<file path="config.mk">
export PLATFORM = sky130hd
export DESIGN_NAME = uart_rx_fifo
export DESIGN_NICKNAME = d
export VERILOG_FILES = /design/src/rtl/uart_rx_fifo_pkg.sv /design/src/rtl/sync_fifo.sv /design/src/rtl/uart_rx_fifo.sv
export SDC_FILE = /design/constraint.sdc
export NUM_CORES = 1
export LEC_CHECK = 0
export ABC_AREA = 1
export ABC_CLOCK_PERIOD_IN_PS = 3550
export BUFFER_PORTS_ARGS = -buffer_cell sky130_fd_sc_hd__buf_2
export CORE_MARGIN = 10
export CORE_UTILIZATION = 45
export CTS_BUF_LIST = sky130_fd_sc_hd__clkbuf_16
export CTS_CLUSTER_DIAMETER = 200
export DETAILED_ROUTE_END_ITERATION = 12
export PLACE_DENSITY = 0.62
export RECOVER_POWER = 50
export SLEW_MARGIN = 20
export SYNTH_ARGS = -nofsm -noshare
export SYNTH_HDL_FRONTEND = slang
export SYNTH_HIERARCHICAL = 1
export SYNTH_SLANG_ARGS = --single-unit
export TNS_END_PERCENT = 10
</file>
<file path="constraint.sdc">
create_clock -name clk -period 3.55 [get_ports clk]
set_input_delay 0.1775 -clock clk [delete_from_list [all_inputs] [get_ports clk]]
set_output_delay 0.1775 -clock clk [all_outputs]
set_load 0.01 [all_outputs]
</file>
<file path="src/rtl/uart_rx_fifo_pkg.sv">
// Shared definitions for the UART receiver: parity modes, FSM states, board default timing.
package uart_rx_fifo_pkg;

  localparam int unsigned PARITY_NONE = 0;
  localparam int unsigned PARITY_EVEN = 1;
  localparam int unsigned PARITY_ODD  = 2;

  // 12 MHz / 115200 baud
  localparam int unsigned CLKS_PER_BIT_12MHZ = 104;

  typedef enum logic [2:0] {
    StIdle,
    StStart,
    StData,
    StParity,
    StStop,
    StStop2,
    StWaitHi
  } rx_state_e;

  // 2-of-3 vote used for every bit decision
  function automatic logic majority3(logic a, logic b, logic c);
    return (a & b) | (a & c) | (b & c);
  endfunction

endpackage

</file>
<file path="src/rtl/sync_fifo.sv">
// Show-ahead synchronous FIFO with simultaneous push/pop and an explicit occupancy count.
module sync_fifo #(
  parameter int unsigned WIDTH = 8,
  parameter int unsigned DEPTH = 16
) (
  input  logic                     clk,
  input  logic                     rst_n,
  input  logic                     push,
  input  logic [WIDTH-1:0]         push_data,
  input  logic                     pop,
  output logic [WIDTH-1:0]         rd_data,
  output logic [$clog2(DEPTH):0]   count,
  output logic                     full,
  output logic                     empty
);

  localparam int unsigned AW = $clog2(DEPTH);
  localparam int unsigned CW = AW + 1;
  localparam logic [CW-1:0] CountFull = CW'(DEPTH);

  logic [WIDTH-1:0] mem_q [DEPTH];
  logic [AW-1:0]    wr_ptr_q, wr_ptr_d;
  logic [AW-1:0]    rd_ptr_q, rd_ptr_d;
  logic [CW-1:0]    count_q, count_d;
  logic             do_push, do_pop;

  assign empty   = (count_q == '0);
  assign full    = (count_q == CountFull);
  assign count   = count_q;
  // Zero while empty so the head port reads 0 out of reset
  assign rd_data = empty ? '0 : mem_q[rd_ptr_q];

  // Accept/advance decisions; a pop frees a slot for a same-cycle push even when full
  always_comb begin
    do_pop   = pop && !empty;
    do_push  = push && (!full || do_pop);
    wr_ptr_d = wr_ptr_q;
    rd_ptr_d = rd_ptr_q;
    count_d  = count_q;
    if (do_push) wr_ptr_d = wr_ptr_q + 1'b1;
    if (do_pop)  rd_ptr_d = rd_ptr_q + 1'b1;
    if (do_push && !do_pop)      count_d = count_q + 1'b1;
    else if (!do_push && do_pop) count_d = count_q - 1'b1;
  end

  // Pointer and count state
  always_ff @(posedge clk or negedge rst_n) begin
    if (!rst_n) begin
      wr_ptr_q <= '0;
      rd_ptr_q <= '0;
      count_q  <= '0;
    end else begin
      wr_ptr_q <= wr_ptr_d;
      rd_ptr_q <= rd_ptr_d;
      count_q  <= count_d;
    end
  end

  // Storage array; contents need no reset since reads are masked while empty
  always_ff @(posedge clk) begin
    if (do_push) mem_q[wr_ptr_q] <= push_data;
  end

endmodule

</file>
<file path="src/rtl/uart_rx_fifo.sv">
// UART receiver with 2-of-3 mid-bit voting, optional parity, frame/break detection and an RX FIFO.
module uart_rx_fifo
  import uart_rx_fifo_pkg::*;
#(
  parameter int unsigned CLKS_PER_BIT = CLKS_PER_BIT_12MHZ,
  parameter int unsigned DATA_BITS    = 8,
  parameter int unsigned PARITY       = PARITY_NONE,
  parameter int unsigned STOP_BITS    = 1,
  parameter int unsigned FIFO_DEPTH   = 16
) (
  input  logic                          clk,
  input  logic                          rst_n,
  input  logic                          rx,
  input  logic                          rd_en,
  output logic [DATA_BITS-1:0]          rd_data,
  output logic                          rd_valid,
  output logic [$clog2(FIFO_DEPTH):0]   fifo_count,
  output logic                          frame_err,
  output logic                          parity_err,
  output logic                          overrun,
  output logic                          break_det
);

  localparam int unsigned CntW = $clog2(CLKS_PER_BIT);
  localparam logic [CntW-1:0] CntSmp0 = CntW'(CLKS_PER_BIT / 2 - 1);
  localparam logic [CntW-1:0] CntSmp1 = CntW'(CLKS_PER_BIT / 2);
  localparam logic [CntW-1:0] CntDec  = CntW'(CLKS_PER_BIT / 2 + 1);
  localparam logic [CntW-1:0] CntEnd  = CntW'(CLKS_PER_BIT - 1);
  localparam logic [2:0]      BitLast = 3'(DATA_BITS - 1);

  rx_state_e            state_q, state_d;
  logic [CntW-1:0]      cnt_q, cnt_d;
  logic [2:0]           bit_q, bit_d;
  logic [DATA_BITS-1:0] shift_q, shift_d;
  logic [1:0]           smp_q, smp_d;
  logic [1:0]           sync_vld_q, sync_vld_d;
  logic                 rx_meta_q, rx_meta_d, rx_sync_q, rx_sync_d;
  logic                 armed_q, armed_d;
  logic                 par_bad_q, par_bad_d;
  logic                 frame_err_q, frame_err_d;
  logic                 parity_err_q, parity_err_d;
  logic                 overrun_q, overrun_d;
  logic                 break_q, break_d;
  logic                 push, fifo_full, fifo_empty, maj, decide, exp_par;

  sync_fifo #(
    .WIDTH (DATA_BITS),
    .DEPTH (FIFO_DEPTH)
  ) u_fifo (
    .clk       (clk),
    .rst_n     (rst_n),
    .push      (push),
    .push_data (shift_q),
    .pop       (rd_en),
    .rd_data   (rd_data),
    .count     (fifo_count),
    .full      (fifo_full),
    .empty     (fifo_empty)
  );

  assign rd_valid   = !fifo_empty;
  assign frame_err  = frame_err_q;
  assign parity_err = parity_err_q;
  assign overrun    = overrun_q;
  assign break_det  = break_q;

  assign maj     = majority3(smp_q[0], smp_q[1], rx_sync_q);
  assign decide  = (cnt_q == CntDec);
  assign exp_par = (PARITY == PARITY_EVEN) ? ^shift_q : ~^shift_q;

  // Receiver next-state: synchroniser, bit timer, voter and frame FSM
  always_comb begin
    rx_meta_d    = rx;
    rx_sync_d    = rx_meta_q;
    sync_vld_d   = {sync_vld_q[0], 1'b1};
    // Only arm once a genuine high has reached the synchroniser output
    armed_d      = armed_q | (sync_vld_q[1] & rx_sync_q);
    state_d      = state_q;
    cnt_d        = (cnt_q == CntEnd) ? '0 : cnt_q + 1'b1;
    bit_d        = bit_q;
    shift_d      = shift_q;
    smp_d        = smp_q;
    par_bad_d    = par_bad_q;
    break_d      = break_q;
    frame_err_d  = 1'b0;
    parity_err_d = 1'b0;
    push         = 1'b0;

    if (cnt_q == CntSmp0) smp_d[0] = rx_sync_q;
    if (cnt_q == CntSmp1) smp_d[1] = rx_sync_q;

    unique case (state_q)
      StIdle: begin
        cnt_d = '0;
        if (armed_q && !rx_sync_q) begin
          state_d = StStart;
          // The detecting cycle is count 0 of the start bit
          cnt_d   = CntW'(1);
        end
      end
      StStart: begin
        if (decide && maj) begin
          state_d = StIdle;
        end else if (cnt_q == CntEnd) begin
          state_d   = StData;
          bit_d     = '0;
          par_bad_d = 1'b0;
        end
      end
      StData: begin
        if (decide) shift_d = {maj, shift_q[DATA_BITS-1:1]};
        if (cnt_q == CntEnd) begin
          if (bit_q == BitLast) state_d = (PARITY != PARITY_NONE) ? StParity : StStop;
          else                  bit_d   = bit_q + 1'b1;
        end
      end
      StParity: begin
        if (decide) par_bad_d = (maj != exp_par);
        if (cnt_q == CntEnd) state_d = StStop;
      end
      StStop: begin
        if (decide) begin
          if (maj) begin
            push         = 1'b1;
            parity_err_d = par_bad_q;
            state_d      = (STOP_BITS == 2) ? StStop2 : StIdle;
          end else begin
            frame_err_d = 1'b1;
            if (shift_q == '0 && !par_bad_q) break_d = 1'b1;
            state_d = StWaitHi;
          end
        end
      end
      StStop2: begin
        if (cnt_q == CntEnd) state_d = StIdle;
      end
      StWaitHi: begin
        if (rx_sync_q) begin
          break_d = 1'b0;
          state_d = StIdle;
        end
      end
      default: state_d = StIdle;
    endcase

    if (state_d != state_q && state_q != StIdle) cnt_d = '0;

    overrun_d = push && fifo_full && !rd_en;
  end

  // Receiver state registers
  always_ff @(posedge clk or negedge rst_n) begin
    if (!rst_n) begin
      rx_meta_q    <= 1'b1;
      rx_sync_q    <= 1'b1;
      sync_vld_q   <= '0;
      armed_q      <= 1'b0;
      state_q      <= StIdle;
      cnt_q        <= '0;
      bit_q        <= '0;
      shift_q      <= '0;
      smp_q        <= '0;
      par_bad_q    <= 1'b0;
      frame_err_q  <= 1'b0;
      parity_err_q <= 1'b0;
      overrun_q    <= 1'b0;
      break_q      <= 1'b0;
    end else begin
      rx_meta_q    <= rx_meta_d;
      rx_sync_q    <= rx_sync_d;
      sync_vld_q   <= sync_vld_d;
      armed_q      <= armed_d;
      state_q      <= state_d;
      cnt_q        <= cnt_d;
      bit_q        <= bit_d;
      shift_q      <= shift_d;
      smp_q        <= smp_d;
      par_bad_q    <= par_bad_d;
      frame_err_q  <= frame_err_d;
      parity_err_q <= parity_err_d;
      overrun_q    <= overrun_d;
      break_q      <= break_d;
    end
  end

endmodule

</file>
==> results.cfg, run 1 <==
[run_status]
status = complete, but fails checks
violations = capacitance limit, slew limit

[route]
drc = 0
routed_wl_um = 16600
drtIter0Drc = 401
viasPerCell = 5.31
wl_per_cell_um = 16.8
num_vias = 5253
drtPass1Iterations = 6
ant_nets = 0

[global_route]
antenna_found_initial = 0
grt_pass1_vias = 5299
grt_max_degree = 67
grt_pass1_wl_um = 27100
track_usage_pct = 15.3
gr-total-overflow = 0

[logic_synthesis]
ys_seq_area_share_pct = 64.6
synthDistinctLibCells = 38
ys_warn_count = 6
avgSynthCellArea_sq_um = 10.5
syn_inst = 735
syn_nets = 758
synth-seq-cells = 174
synth_area_sq_mm = 0.00773

[sta]
final_max_slew_viol_count = 47
final.period_utilization_pct = 79.3
rsz0062_at_grt = false
hold_viol = 0
setup_viol_count_final = 0
fin_tns_setup_ns = 0
slew_headroom_pct = -61.6
max_freq_mhz = 355
period_minus_slack_ns = 2.82
fin_ws_ns = 0.735
tightestPinTransition_ns = 2.42
clock_skew_ns = 0.0106

[layout]
final_cell_mix = 231 x nand2_1, 128 x edfxtp_1, 115 x nand3_1
layout_commonest_cell = nand2_1
diodes = 0
final_util_pct = 51.4
final_nets = 780
area_growth_pct = 11.1
multi_input_area_sq_mm = 0.00239
drive_gt1_share_pct = 9.09
stdcell_count = 990
ff_latch_area_sq_mm = 0.00500
nFillCells = 1472

[setup_path]
cp.required_ns = 3.91
crit_chain = inv_1 > ha_1 > nand3_1 > nor2_1 > nand2_1 > nor2_1 > nand2_2 > inv_4 > ha_1 > inv_1 > fa_1 > nand2_1 > nand2_1 > a21oi_1 > xor2_1 > nand2_1 > nand2_1
crit_arrival_ns = 3.18
startpoint = cnt_q[1]
r2r_slack_ns = 0.73
cp_top_family = simple AND/OR/NAND/NOR gates
reg2reg_depth = 17
cpMaxStageDelayCell = dfrtp_1
cp_max_fo = 9
start_kind = flop
cp.depth = 17
cp_common_cell = nand2_1
timing.rr.start = cnt_q[1]
path_buf_inv = 3
reg2reg_to = u_fifo/count[4]
max_stage_delay_ns = 0.40
path_class = reg -> reg
worstSetupEndpointType = flop

[floorplan]
die_w_um = 151
dieArea_sq_mm = 0.0228
core_area_sq_mm = 0.0167
io_pins = 22
die-height_um = 151
rows = 47
start_util_pct = 46.3

[placement]
io_buffers = 21
place_ws_ns = 0.765
place_hpwl_um = 10800
dpl.cell_count = 955
gp_congestion = 0.860

[hold_path]
min_from = sync_vld_q[0]
min_path_cells = 0
hp-class = reg -> reg
whs_endpoint = sync_vld_q[1]

[clocking]
tritoncts = done
cts_resized = 0
clk_latency_ns = 0.43
clock_sinks = 174
clockBufferDepth = 2
h-tree-depth = 4
clkTransAtPathRegs_ns = 0.06
cts_root_buf = clkbuf_16
cts_buffers = 17

[power_and_ir_drop]
design_power_total_mw = 4.18
p_leak_nw = 3.59
ir_worst_vdd_v = 0.000357
cellPowerDensity_mw_per_mm2 = 487

[run]
drv_cap = 1
[layout make-up]
type,instances,area share (%)
repair buffers,29,1.91
clock inverters,15,1.82
clock buffers,17,4.95
inverters,48,2.13
flip-flops and latches,174,58.2
well taps,220,3.20
multi-input cells,487,27.8
[metrics by stage]
| stage | hold WS [ns] | area, sq um |
|---|---|---|
| finish | 0.354 | 8590 |
| global route | 0.358 | 8590 |
| CTS | 0.357 | 8600 |
| detailed placement | 0.290 | 7990 |
| global placement | 0.286 | 7990 |
| floorplan | -0.118 | 7730 |
[worst max-delay path by stage]
stage	endpoint	slack, ns
6_report	u_fifo/count[4]	0.73
5_1_grt	u_fifo/rd_ptr_q[0]	0.34
4_1_cts	u_fifo/count[4]	0.75
3_5_place_dp	u_fifo/count[4]	0.77
3_3_place_gp	u_fifo/count[4]	0.85
2_1_floorplan	u_fifo/count[4]	1.06
[repair_timing]
item	CTS	global route
endpoints found under the hold margin	46	0
buffers inserted	0	0
hold buffers	3	0
[worst reg2reg max path, cell delays in order, from the launching register on]
cell	delay, ns
dfrtp_1	0.40
inv_1	0.08
ha_1	0.14
nand3_1	0.09
nor2_1	0.19
nand2_1	0.14
nor2_1	0.19
nand2_2	0.13
inv_4	0.13
ha_1	0.19
inv_1	0.10
fa_1	0.40
nand2_1	0.10
nand2_1	0.05
a21oi_1	0.15
xor2_1	0.16
nand2_1	0.07
nand2_1	0.06
[sequential cells by signal (all words and copies together) (netlist names), 2 cells and up]
| signal | flops |
|---|---|
| shift_q | 8 |
| bit_q | 3 |
| u_fifo/rd_ptr_q | 4 |
| u_fifo/mem_q | 128 |
| state_q | 3 |
| u_fifo/count | 5 |
| cnt_q | 7 |
| smp_q | 2 |
| sync_vld_q | 2 |
| u_fifo/wr_ptr_q | 4 |
[cell families (layout without fill, tap and decap cells)]
group / after synthesis / in the layout / share of synthesized area, %
simple gates: 415 / 415 / 23.3
flops: 174 / 174 / 64.6
buf+inv: 74 / 109 / 4.51
compound gates: 36 / 36 / 2.52
fa+ha+maj: 19 / 19 / 3.17
xor+xnor: 16 / 16 / 1.81
other cells: 1 / 1 / 0.0485
[report_power, final]
part	switching [mW]	total (mW)	internal, mW
logic	0.0967	0.150	0.0534
clock network	0.731	1.82	1.09
registers	0.0270	2.21	2.19
total	0.855	4.18	3.33
[metal layers]
| layer | track usage (%) | share of wire, % | vias up |
|---|---|---|---|
| met5 | 0 | 0 | - |
| met4 | 6.26 | 2.1 | 0 |
| met3 | 3.37 | 5.4 | 26 |
| met2 | 25.7 | 50 | 147 |
| met1 | 18.8 | 43 | 2558 |
| li1 | - | - | 2522 |
[cell usage after synthesis]
cell type | count | area, sq um
nand2_1 | 231 | 867
edfxtp_1 | 128 | 3840
nand3_1 | 115 | 576
nor2_1 | 45 | 169
dfrtp_1 | 44 | 1100
inv_1 | 39 | 146
ha_1 | 18 | 225
o21ai_0 | 14 | 70.1
a21oi_1 | 13 | 65.1
buf_2 | 13 | 65.1
buf_4 | 10 | 75.1
xor2_1 | 10 | 87.6
inv_2 | 7 | 26.3
nand2_2 | 6 | 37.5
xnor2_1 | 6 | 52.6
nand4_1 | 4 | 25.0
o21ai_1 | 4 | 20.0
nor3_1 | 3 | 15.0
buf_6 | 2 | 22.5
dfstp_2 | 2 | 52.6
nand3_2 | 2 | 20.0
nand3b_1 | 2 | 15.0
nor3_2 | 2 | 20.0
a21o_1 | 1 | 7.51
a21oi_2 | 1 | 8.76
a31oi_1 | 1 | 6.26
and3_1 | 1 | 6.26
clkbuf_1 | 1 | 3.75
clkinv_1 | 1 | 3.75
conb_1 | 1 | 3.75
fa_1 | 1 | 20.0
inv_4 | 1 | 6.26
nand3_4 | 1 | 17.5
nor2_4 | 1 | 11.3
nor3_4 | 1 | 16.3
nor3b_1 | 1 | 7.51
o21ai_2 | 1 | 8.76
o311ai_0 | 1 | 8.76
Power figures use the tool's default switching activity.
==> inputs of run 2 (changes only) <==
- ABC_CLOCK_PERIOD_IN_PS: 3550 -> 2700
- clock period: 3.55 -> 2.7 ns (I/O delays scaled with it)
==> run 2 against run 1 <==
The run now ends clean. Combinational power up 36%. Sequential power up 32%. Non-clock buffer count up 32.
==> results.cfg, run 2 (synthesis gave the netlist of run 1 again) <==
[setup_path]
crit_arrival_ns = 2.89
start_kind = flop
crit_chain = inv_1 > ha_1 > nand3_2 > nor2_4 > nand2_1 > nor2_2 > nand2_2 > inv_4 > ha_2 > inv_2 > fa_2 > nand2_1 > nand2_1 > a21oi_2 > xor2_1 > nand2_1 > nand2_1
cp_top_family = simple AND/OR/NAND/NOR gates
cp_common_cell = nand2_1
path_class = reg -> reg
max_stage_delay_ns = 0.41
cp.required_ns = 3.07
cp_max_fo = 4
path_buf_inv = 3
cpMaxStageDelayCell = dfrtp_1
worstSetupEndpointType = flop

[floorplan]
start_util_pct = 46.3
die-height_um = 151
die_w_um = 151
rows = 47
io_pins = 22
dieArea_sq_mm = 0.0228
core_area_sq_mm = 0.0167

[sta]
fin_tns_setup_ns = 0
final_max_slew_viol_count = 0
tightestPinTransition_ns = 1.15
hold_viol = 0
slew_headroom_pct = 23.1
rsz0062_at_grt = false
setup_viol_count_final = 0
period_minus_slack_ns = 2.52
max_freq_mhz = 396
final.period_utilization_pct = 93.5
clock_skew_ns = 0.00931

[global_route]
gr-total-overflow = 0
grt_pass1_wl_um = 27400
antenna_found_initial = 0
grt_max_degree = 47
track_usage_pct = 15.6
grt_pass1_vias = 5277

[clocking]
clk_latency_ns = 0.43
tritoncts = done
h-tree-depth = 4
clkTransAtPathRegs_ns = 0.07
cts_root_buf = clkbuf_16
clock_sinks = 174
clockBufferDepth = 2
cts_buffers = 17

[placement]
io_buffers = 21
place_hpwl_um = 10900
gp_congestion = 0.847

[power_and_ir_drop]
p_leak_nw = 3.74
design_power_total_mw = 5.44
ir_worst_vdd_v = 0.000450
cellPowerDensity_mw_per_mm2 = 617

[layout]
area_growth_pct = 14.0
layout_commonest_cell = nand2_1
regMostFlops = u_fifo/mem_q
reg.largest.list = u_fifo/mem_q x128, shift_q x8, cnt_q x7
largest_reg_flops = 128
final_nets = 812
drive_gt1_share_pct = 13.3
diodes = 0
final_cell_mix = 231 x nand2_1, 128 x edfxtp_1, 114 x nand3_1

[route]
ant_nets = 0
routed_wl_um = 16800
wl_per_cell_um = 16.4
drtIter0Drc = 331
num_vias = 5364
viasPerCell = 5.25
drtPass1Iterations = 7
drc = 0

[hold_path]
hp-class = in -> reg

[run_status]
status = complete, no violations

[run]
drv_cap = 0
-- run 2: through the flow --
| step | setup WS, ns | std cells | util (%) | hold WS, ns | area [sq um] |
|---|---|---|---|---|---|
| CTS | 0.0205 | 1021 | 52.8 | 0.324 | 8820 |
| global placement | 0.128 | 986 | 49.2 | 0.243 | 8220 |
| finish | 0.175 | 1022 | 52.8 | 0.347 | 8820 |
| detailed placement | 0.0380 | 986 | 49.2 | 0.241 | 8220 |
| floorplan | 0.209 | 735 | - | -0.161 | 7730 |
| global route | 0.00857 | 1022 | 52.8 | 0.347 | 8820 |
-- run 2: timing repair --
| action | CTS | global route |
|---|---|---|
| setup buffers | 0 | 1 |
| hold buffers | 3 | 0 |
| gates resized for setup | 0 | 8 |
| endpoints found under the setup margin | 0 | 3 |
| hold endpoints to repair | 46 | 0 |
-- run 2: path summary, 6_finish.rpt --
path	startpoint	to	slack [ns]	cells past startpoint
setup / recovery	cnt_q[1]	u_fifo/count[4]	0.18	17
hold / removal	rx	rx_meta_q	0.35	2
setup reg to reg	cnt_q[1]	u_fifo/count[4]	0.18	17
max in group asynchronous	rst_n	u_fifo/rd_ptr_q[0]	1.45	2
hold reg to reg	sync_vld_q[0]	sync_vld_q[1]	0.35	0
min in group asynchronous	rst_n	sync_vld_q[0]	0.47	2
-- run 2: area by class of cell --
cell class / count / area, sq um
clock buffers: 19 / 475
well taps: 220 / 275
clock inverters: 13 / 96.3
flip-flops and latches: 174 / 5000
inverters: 48 / 183
fillers: 1460 / 7880
repair buffers: 61 / 378
multi-input cells: 487 / 2410
-- run 2: routing by layer --
metal	track usage, %	wire length [um]
met1	19.3	7240
met2	26.3	8350
met3	3.40	905
met4	5.73	284
met5	0	0
-- run 2: power by group --
part           total (mW)  switching, mW  internal (mW)
Combinational       0.204          0.131         0.0727
Clock                2.32           1.02           1.30
Sequential           2.91         0.0384           2.87
Total                5.44           1.19           4.25
